File: src/rtl/ex_stage_pkg.sv
// Shared decode/execute definitions: operation codes, result classes, bus widths
// and the types used by the execute stage and its iterative multiplier.
package ex_stage_pkg;

  localparam int ALU_OP_W   = 8;
  localparam int ALU_SEL_W  = 3;
  localparam int REG_W      = 32;
  localparam int REG_ADDR_W = 5;

  localparam logic [REG_W-1:0] ZERO_WORD = 32'h0000_0000;

  localparam logic [ALU_OP_W-1:0] NOP_OP   = 8'b00000000;
  localparam logic [ALU_OP_W-1:0] AND_OP   = 8'b00100100;
  localparam logic [ALU_OP_W-1:0] OR_OP    = 8'b00100101;
  localparam logic [ALU_OP_W-1:0] XOR_OP   = 8'b00100110;
  localparam logic [ALU_OP_W-1:0] NOR_OP   = 8'b00100111;
  localparam logic [ALU_OP_W-1:0] SLL_OP   = 8'b01111100;
  localparam logic [ALU_OP_W-1:0] SRL_OP   = 8'b00000010;
  localparam logic [ALU_OP_W-1:0] SRA_OP   = 8'b00000011;
  localparam logic [ALU_OP_W-1:0] MULTU_OP = 8'b00011001;

  localparam logic [ALU_SEL_W-1:0] RES_NOP   = 3'b000;
  localparam logic [ALU_SEL_W-1:0] RES_LOGIC = 3'b001;
  localparam logic [ALU_SEL_W-1:0] RES_SHIFT = 3'b010;

  typedef enum logic [1:0] {
    MUL_IDLE = 2'd0,
    MUL_RUN  = 2'd1,
    MUL_DONE = 2'd2
  } mul_state_e;

  typedef struct packed {
    logic                  wreg;
    logic [REG_ADDR_W-1:0] wd;
    logic [REG_W-1:0]      wdata;
    logic                  whilo;
    logic [REG_W-1:0]      hi;
    logic [REG_W-1:0]      lo;
  } ex_out_t;

  function automatic logic [REG_W-1:0] sra32(input logic [REG_W-1:0] v,
                                             input logic [4:0] sh);
    return $signed(v) >>> sh;
  endfunction

endpackage

File: src/rtl/ex_stage_mul_iter.sv
// Unsigned 32x32 shift-add multiplier, one multiplier bit per cycle.
// The result stays in DONE until the downstream hold is released.
module mul_iter
  import ex_stage_pkg::*;
(
  input  logic             clk,
  input  logic             rst,
  input  logic             start,
  input  logic             flush,
  input  logic             hold,
  input  logic [REG_W-1:0] a,
  input  logic [REG_W-1:0] b,
  output logic             busy,
  output logic             done,
  output logic [63:0]      prod
);

  mul_state_e       state;
  logic [4:0]       count;
  logic [63:0]      mcand;
  logic [REG_W-1:0] mplier;
  logic [63:0]      acc;

  // Flush discards the partial product regardless of state or hold.
  always_ff @(posedge clk) begin
    if (rst || flush) begin
      state  <= MUL_IDLE;
      count  <= 5'd0;
      acc    <= 64'd0;
      mcand  <= 64'd0;
      mplier <= 32'd0;
    end else begin
      case (state)
        MUL_IDLE: begin
          if (start) begin
            mcand  <= {32'd0, a};
            mplier <= b;
            acc    <= 64'd0;
            count  <= 5'd0;
            state  <= MUL_RUN;
          end
        end
        MUL_RUN: begin
          if (mplier[0]) begin
            acc <= acc + mcand;
          end
          mcand  <= mcand << 1;
          mplier <= mplier >> 1;
          count  <= count + 5'd1;
          if (count == 5'd31) begin
            state <= MUL_DONE;
          end
        end
        MUL_DONE: begin
          if (!hold) begin
            state <= MUL_IDLE;
          end
        end
        default: state <= MUL_IDLE;
      endcase
    end
  end

  assign busy = (state == MUL_RUN);
  assign done = (state == MUL_DONE);
  assign prod = acc;

endmodule

File: src/rtl/ex_stage.sv
// Execute stage: logic/shift ALU with same-cycle forwarding to decode,
// iterative MULTU, and the EX/MEM output register with stall/flush control.
module ex_stage
  import ex_stage_pkg::*;
(
  input  logic                  clk,
  input  logic                  rst,
  input  logic [ALU_OP_W-1:0]   aluop_i,
  input  logic [ALU_SEL_W-1:0]  alusel_i,
  input  logic [REG_W-1:0]      reg1_i,
  input  logic [REG_W-1:0]      reg2_i,
  input  logic [REG_ADDR_W-1:0] wd_i,
  input  logic                  wreg_i,
  input  logic                  stall_i,
  input  logic                  flush_i,
  output logic                  ex_wreg_o,
  output logic [REG_ADDR_W-1:0] ex_wd_o,
  output logic [REG_W-1:0]      ex_wdata_o,
  output logic                  stallreq_o,
  output logic                  mem_wreg_o,
  output logic [REG_ADDR_W-1:0] mem_wd_o,
  output logic [REG_W-1:0]      mem_wdata_o,
  output logic                  mem_whilo_o,
  output logic [REG_W-1:0]      mem_hi_o,
  output logic [REG_W-1:0]      mem_lo_o
);

  logic             is_multu;
  logic             mul_busy;
  logic             mul_done;
  logic             mul_idle;
  logic             mul_start;
  logic [63:0]      mul_prod;
  logic [REG_W-1:0] alu_res;
  ex_out_t          cur;
  ex_out_t          out_r;

  assign is_multu  = (aluop_i == MULTU_OP);
  assign mul_idle  = !mul_busy && !mul_done;
  assign mul_start = is_multu && mul_idle && !rst;

  mul_iter u_mul (
    .clk  (clk),
    .rst  (rst),
    .start(mul_start),
    .flush(flush_i),
    .hold (stall_i),
    .a    (reg1_i),
    .b    (reg2_i),
    .busy (mul_busy),
    .done (mul_done),
    .prod (mul_prod)
  );

  // Result mux; unlisted op/class pairs yield zero.
  always_comb begin
    alu_res = ZERO_WORD;
    case (alusel_i)
      RES_LOGIC: begin
        case (aluop_i)
          OR_OP:   alu_res = reg1_i | reg2_i;
          AND_OP:  alu_res = reg1_i & reg2_i;
          XOR_OP:  alu_res = reg1_i ^ reg2_i;
          NOR_OP:  alu_res = ~(reg1_i | reg2_i);
          default: alu_res = ZERO_WORD;
        endcase
      end
      RES_SHIFT: begin
        case (aluop_i)
          SLL_OP:  alu_res = reg2_i << reg1_i[4:0];
          SRL_OP:  alu_res = reg2_i >> reg1_i[4:0];
          SRA_OP:  alu_res = sra32(reg2_i, reg1_i[4:0]);
          default: alu_res = ZERO_WORD;
        endcase
      end
      default: alu_res = ZERO_WORD;
    endcase
  end

  assign ex_wdata_o = rst ? ZERO_WORD : alu_res;
  assign ex_wd_o    = rst ? 5'd0 : wd_i;
  assign ex_wreg_o  = rst ? 1'b0 : (wreg_i && !is_multu);

  // Held high while accepting or iterating so decode advances only out of DONE.
  assign stallreq_o = !rst && !flush_i && (mul_busy || (is_multu && mul_idle));

  // Only the DONE cycle of a MULTU carries HI/LO.
  always_comb begin
    cur       = '0;
    cur.wreg  = ex_wreg_o;
    cur.wd    = ex_wd_o;
    cur.wdata = ex_wdata_o;
    if (mul_done && is_multu) begin
      cur.whilo = 1'b1;
      cur.hi    = mul_prod[63:32];
      cur.lo    = mul_prod[31:0];
    end else begin
      cur.whilo = 1'b0;
    end
  end

  // EX/MEM register: flush beats stall, stall holds, an in-flight multiply sends bubbles.
  always_ff @(posedge clk) begin
    if (rst || flush_i) begin
      out_r <= '0;
    end else if (stall_i) begin
      out_r <= out_r;
    end else if (stallreq_o) begin
      out_r <= '0;
    end else begin
      out_r <= cur;
    end
  end

  assign mem_wreg_o  = out_r.wreg;
  assign mem_wd_o    = out_r.wd;
  assign mem_wdata_o = out_r.wdata;
  assign mem_whilo_o = out_r.whilo;
  assign mem_hi_o    = out_r.hi;
  assign mem_lo_o    = out_r.lo;

endmodule

File: config.mk
export PLATFORM = sky130hd
export DESIGN_NAME = ex_stage
export DESIGN_NICKNAME = d
export VERILOG_FILES = /design/src/rtl/ex_stage_pkg.sv /design/src/rtl/ex_stage_mul_iter.sv /design/src/rtl/ex_stage.sv
export SDC_FILE = /design/constraint.sdc
export NUM_CORES = 1
export LEC_CHECK = 0
export ABC_CLOCK_PERIOD_IN_PS = 4450
export BUFFER_PORTS_ARGS = -buffer_cell sky130_fd_sc_hd__buf_2
export CAP_MARGIN = 20
export CORE_MARGIN = 1.5
export CORE_UTILIZATION = 50
export CTS_BUF_LIST = sky130_fd_sc_hd__clkbuf_8
export DETAILED_ROUTE_END_ITERATION = 8
export GPL_ROUTABILITY_DRIVEN = 1
export PLACE_DENSITY = 0.7
export SYNTH_ARGS = -nofsm -noshare
export SYNTH_HDL_FRONTEND = slang
export SYNTH_SLANG_ARGS = --single-unit
File: constraint.sdc
create_clock -name clk -period 4.45 [get_ports clk]
set_input_delay 1.1125 -clock clk [delete_from_list [all_inputs] [get_ports clk]]
set_output_delay 1.1125 -clock clk [all_outputs]
set_load 0.005 [all_outputs]
==> results.tsv <==
metric	value	unit
status	completed	
whs	0.472	ns
crit_fanout	19	
synth_compound_area_frac	0.266	
rsz0062_at_grt	yes	
synth-seq-cells	270	
reg2reg_setup_slack	0.54	ns
fin_crit	4.40	ns
required	3.34	ns
gp_congestion	0.954	
synth_cell_type_count	88	
clk_pin_slew	0.06	ns
initial_core_util	0.509	
p_leak	10.0	nW
clockBufferDepth	3	
cts_root_buf	clkbuf_8	
drc	0	
vias_per_cell	6.04	
tightest_slew	0.758	ns
layout-drive-gt1-share	0.219	
clock-sinks	270	
port_buffers	226	
postRouteAntennaNets	0	
critPathCapture	ex_wdata_o[16]	
nNetsFinal	2966	
grt_pass1_wl	106	mm
rr_worst_depth	15	
area_growth	20.3	%
floorplan.rows	71	
cts_tree	built	
power.density	243	mW/mm^2
dpl.hpwl	53.7	mm
synth_edf_count	0	
avgSynthCellArea	7.79	sq um
slew_headroom	0.495	
core	0.0378	sq mm
die-area	0.0396	sq mm
track_usage	0.348	
hp-start	mem_wdata_o[2]	
worstHoldPathType	flip-flop to flip-flop	
fp.dieH	199	microns
critical_path_arrival	3.29	ns
antenna_found_initial	1	
layout_common_cells	nor2_1 (342), dfxtp_1 (270), buf_2 (223)	
async_flop_share	0	
end_kind	output pin	
die_x	199	microns
synthAdderAreaFrac	0.0883	
crit_path_start_kind	input port	
critPathKind	input port to output pin	
nFillCells	3450	
drt_wl_total	70.2	mm
synth.area.mux_share	0.108	
fin_setup_tns	0	ns
fin_util	0.612	
routedWlPerCell	21.3	microns
setup.worst_path.start	reg1_i[1]	
fmax	227	MHz
yosys.area_share.simple	0.166	
drtIter0Drc	1605	
hold_violations	0	
p_total	5.61	mW
cap_violations	0	
synthFlopType	dfxtp_1	
yosysSeqAreaShare	0.281	
finalCritPeriodShare	0.990	
place_ws	-0.147	ns
postCtsHoldBufs	0	
clk_latency	0.63	ns
postSynthCellCount	2466	
dr.pass1.iters	6	
r2r-end	u_mul.prod[62]	
synthXorXnorAreaFrac	0.0255	
maxSlewViolCount	0	
r2r_start	u_mul.mcand[0]	
finalSetupViolations	0	
h-tree-depth	2	
vdd_drop_max	232	uV
final_common_cell	nor2_1	
skew	0.0284	ns
ios	227	
cts_buffers	47	
fin_ws	0.0465	ns
synth_warnings	0	
synth_fp_nets	2686	
num_vias	19883	
synth_top_family_by_area	compound AO/OA/AOI/OAI gates	
grt_overflow_total	0	
grt_max_degree	128	
grt_pass1_vias	18342	
synth_area	0.0192	sq mm
-- where the power goes --
part / internal (mW) / switching [mW] / leakage (nW)
combinational: 0.362 / 0.562 / 7.29
clock: 1.21 / 1.05 / 0.552
sequential: 2.42 / 0.00116 / 2.17
-- cells in the mapped netlist (all sizes together), types with 6 or more instances --
cell type / n / area [sq um]
nor3: 18 / 90.1
dfxtp: 270 / 5410
xnor2: 34 / 298
nand4: 22 / 138
inv: 122 / 458
nand2: 215 / 807
nand3: 34 / 185
or3: 13 / 82.6
mux2i: 132 / 1320
ha: 134 / 1680
nor4: 7 / 50.1
nor2: 346 / 1300
o31ai: 7 / 66.3
a21oi: 182 / 915
a22o: 29 / 254
o21ai: 218 / 1100
a211oi: 69 / 518
nor2b: 17 / 106
nand2b: 19 / 119
mux4: 29 / 653
o22ai: 6 / 43.8
o21bai: 9 / 67.6
xor2: 22 / 193
mux2: 9 / 101
buf: 50 / 261
o221ai: 6 / 52.6
a22oi: 131 / 983
a21o: 38 / 287
and3: 15 / 95.1
a211o: 9 / 78.8
a31oi: 12 / 75.1
a221oi: 7 / 61.3
o211ai: 16 / 120
and2: 10 / 66.3
clkbuf: 141 / 529
-- sequential cells by signal, summed over array words and instances (netlist names) --
name          cells
u_mul.mcand      64
u_mul.prod       64
mem_hi_o         32
mem_lo_o         32
mem_wdata_o      32
u_mul.mplier     32
mem_wd_o          5
u_mul.count       5
u_mul.state       2
mem_whilo_o       1
mem_wreg_o        1
-- layer usage --
layer	routed length, microns	global-route usage	vias to the layer above
li1	-	-	9438
met5	0	0	-
met4	3020	0.159	0
met1	30500	0.469	9436
met3	5710	0.0666	143
met2	30900	0.534	866
-- how the worst min path moves through the flow --
stage,depth (start not counted),slack (ns),to
after global placement,2,0.45,mem_wdata_o[2]
final,2,0.47,mem_wdata_o[2]
after floorplan,2,0.44,u_mul.prod[60]
after CTS,2,0.47,mem_wdata_o[4]
after global routing,1,0.50,mem_wdata_o[8]
after detailed placement,2,0.46,mem_wdata_o[4]
-- timing repair --
| item | 4_1_cts | 5_1_grt |
|---|---|---|
| setup endpoints to repair | 12 | 29 |
| pin swaps | 1 | 10 |
| endpoints found under the hold margin | 0 | 0 |
| buffers inserted | 0 | 1 |
| cloned | 0 | 3 |
| gates resized for setup | 11 | 57 |
-- cell families after synthesis --
kind of cell             count (synthesis)
flip-flops                             270
adder cells (fa/ha/maj)                135
buffers and inverters                  314
AND/OR/NAND/NOR                        735
AO/OA/AOI/OAI                          786
XOR/XNOR                                56
multiplexers                           170
-- per-stage QoR --
| stage | cells | instance area, sq um |
|---|---|---|
| 3_3_place_gp | 3204 | 21900 |
| 2_1_floorplan | 2466 | 19200 |
| 3_5_place_dp | 3204 | 21900 |
| 6_report | 3294 | 23100 |
| 4_1_cts | 3289 | 22800 |
| 5_1_grt | 3294 | 23100 |
-- critical path, cell delays in order --
cell      delay [ns]
clkbuf_4        0.17
inv_1           0.11
buf_12          0.17
buf_4           0.16
mux2i_1         0.27
mux2i_1         0.18
mux2_2          0.30
o21ai_0         0.18
a22o_1          0.24
nand2_1         0.08
a21oi_1         0.17
buf_2           0.15
-- final cells by class --
cell class | instances | area (sq um) | area share
sequential | 270 | 5410 | 0.234
antenna | 1 | 2.50 | 0.000108
tap | 511 | 639 | 0.0277
clock inverter | 28 | 148 | 0.00639
multi-input combinational | 1882 | 12800 | 0.555
clock buffer | 57 | 785 | 0.0339
timing repair buffer | 422 | 2840 | 0.123
inverter | 123 | 462 | 0.0200
Note: power is estimated with default switching activity, not from simulation.
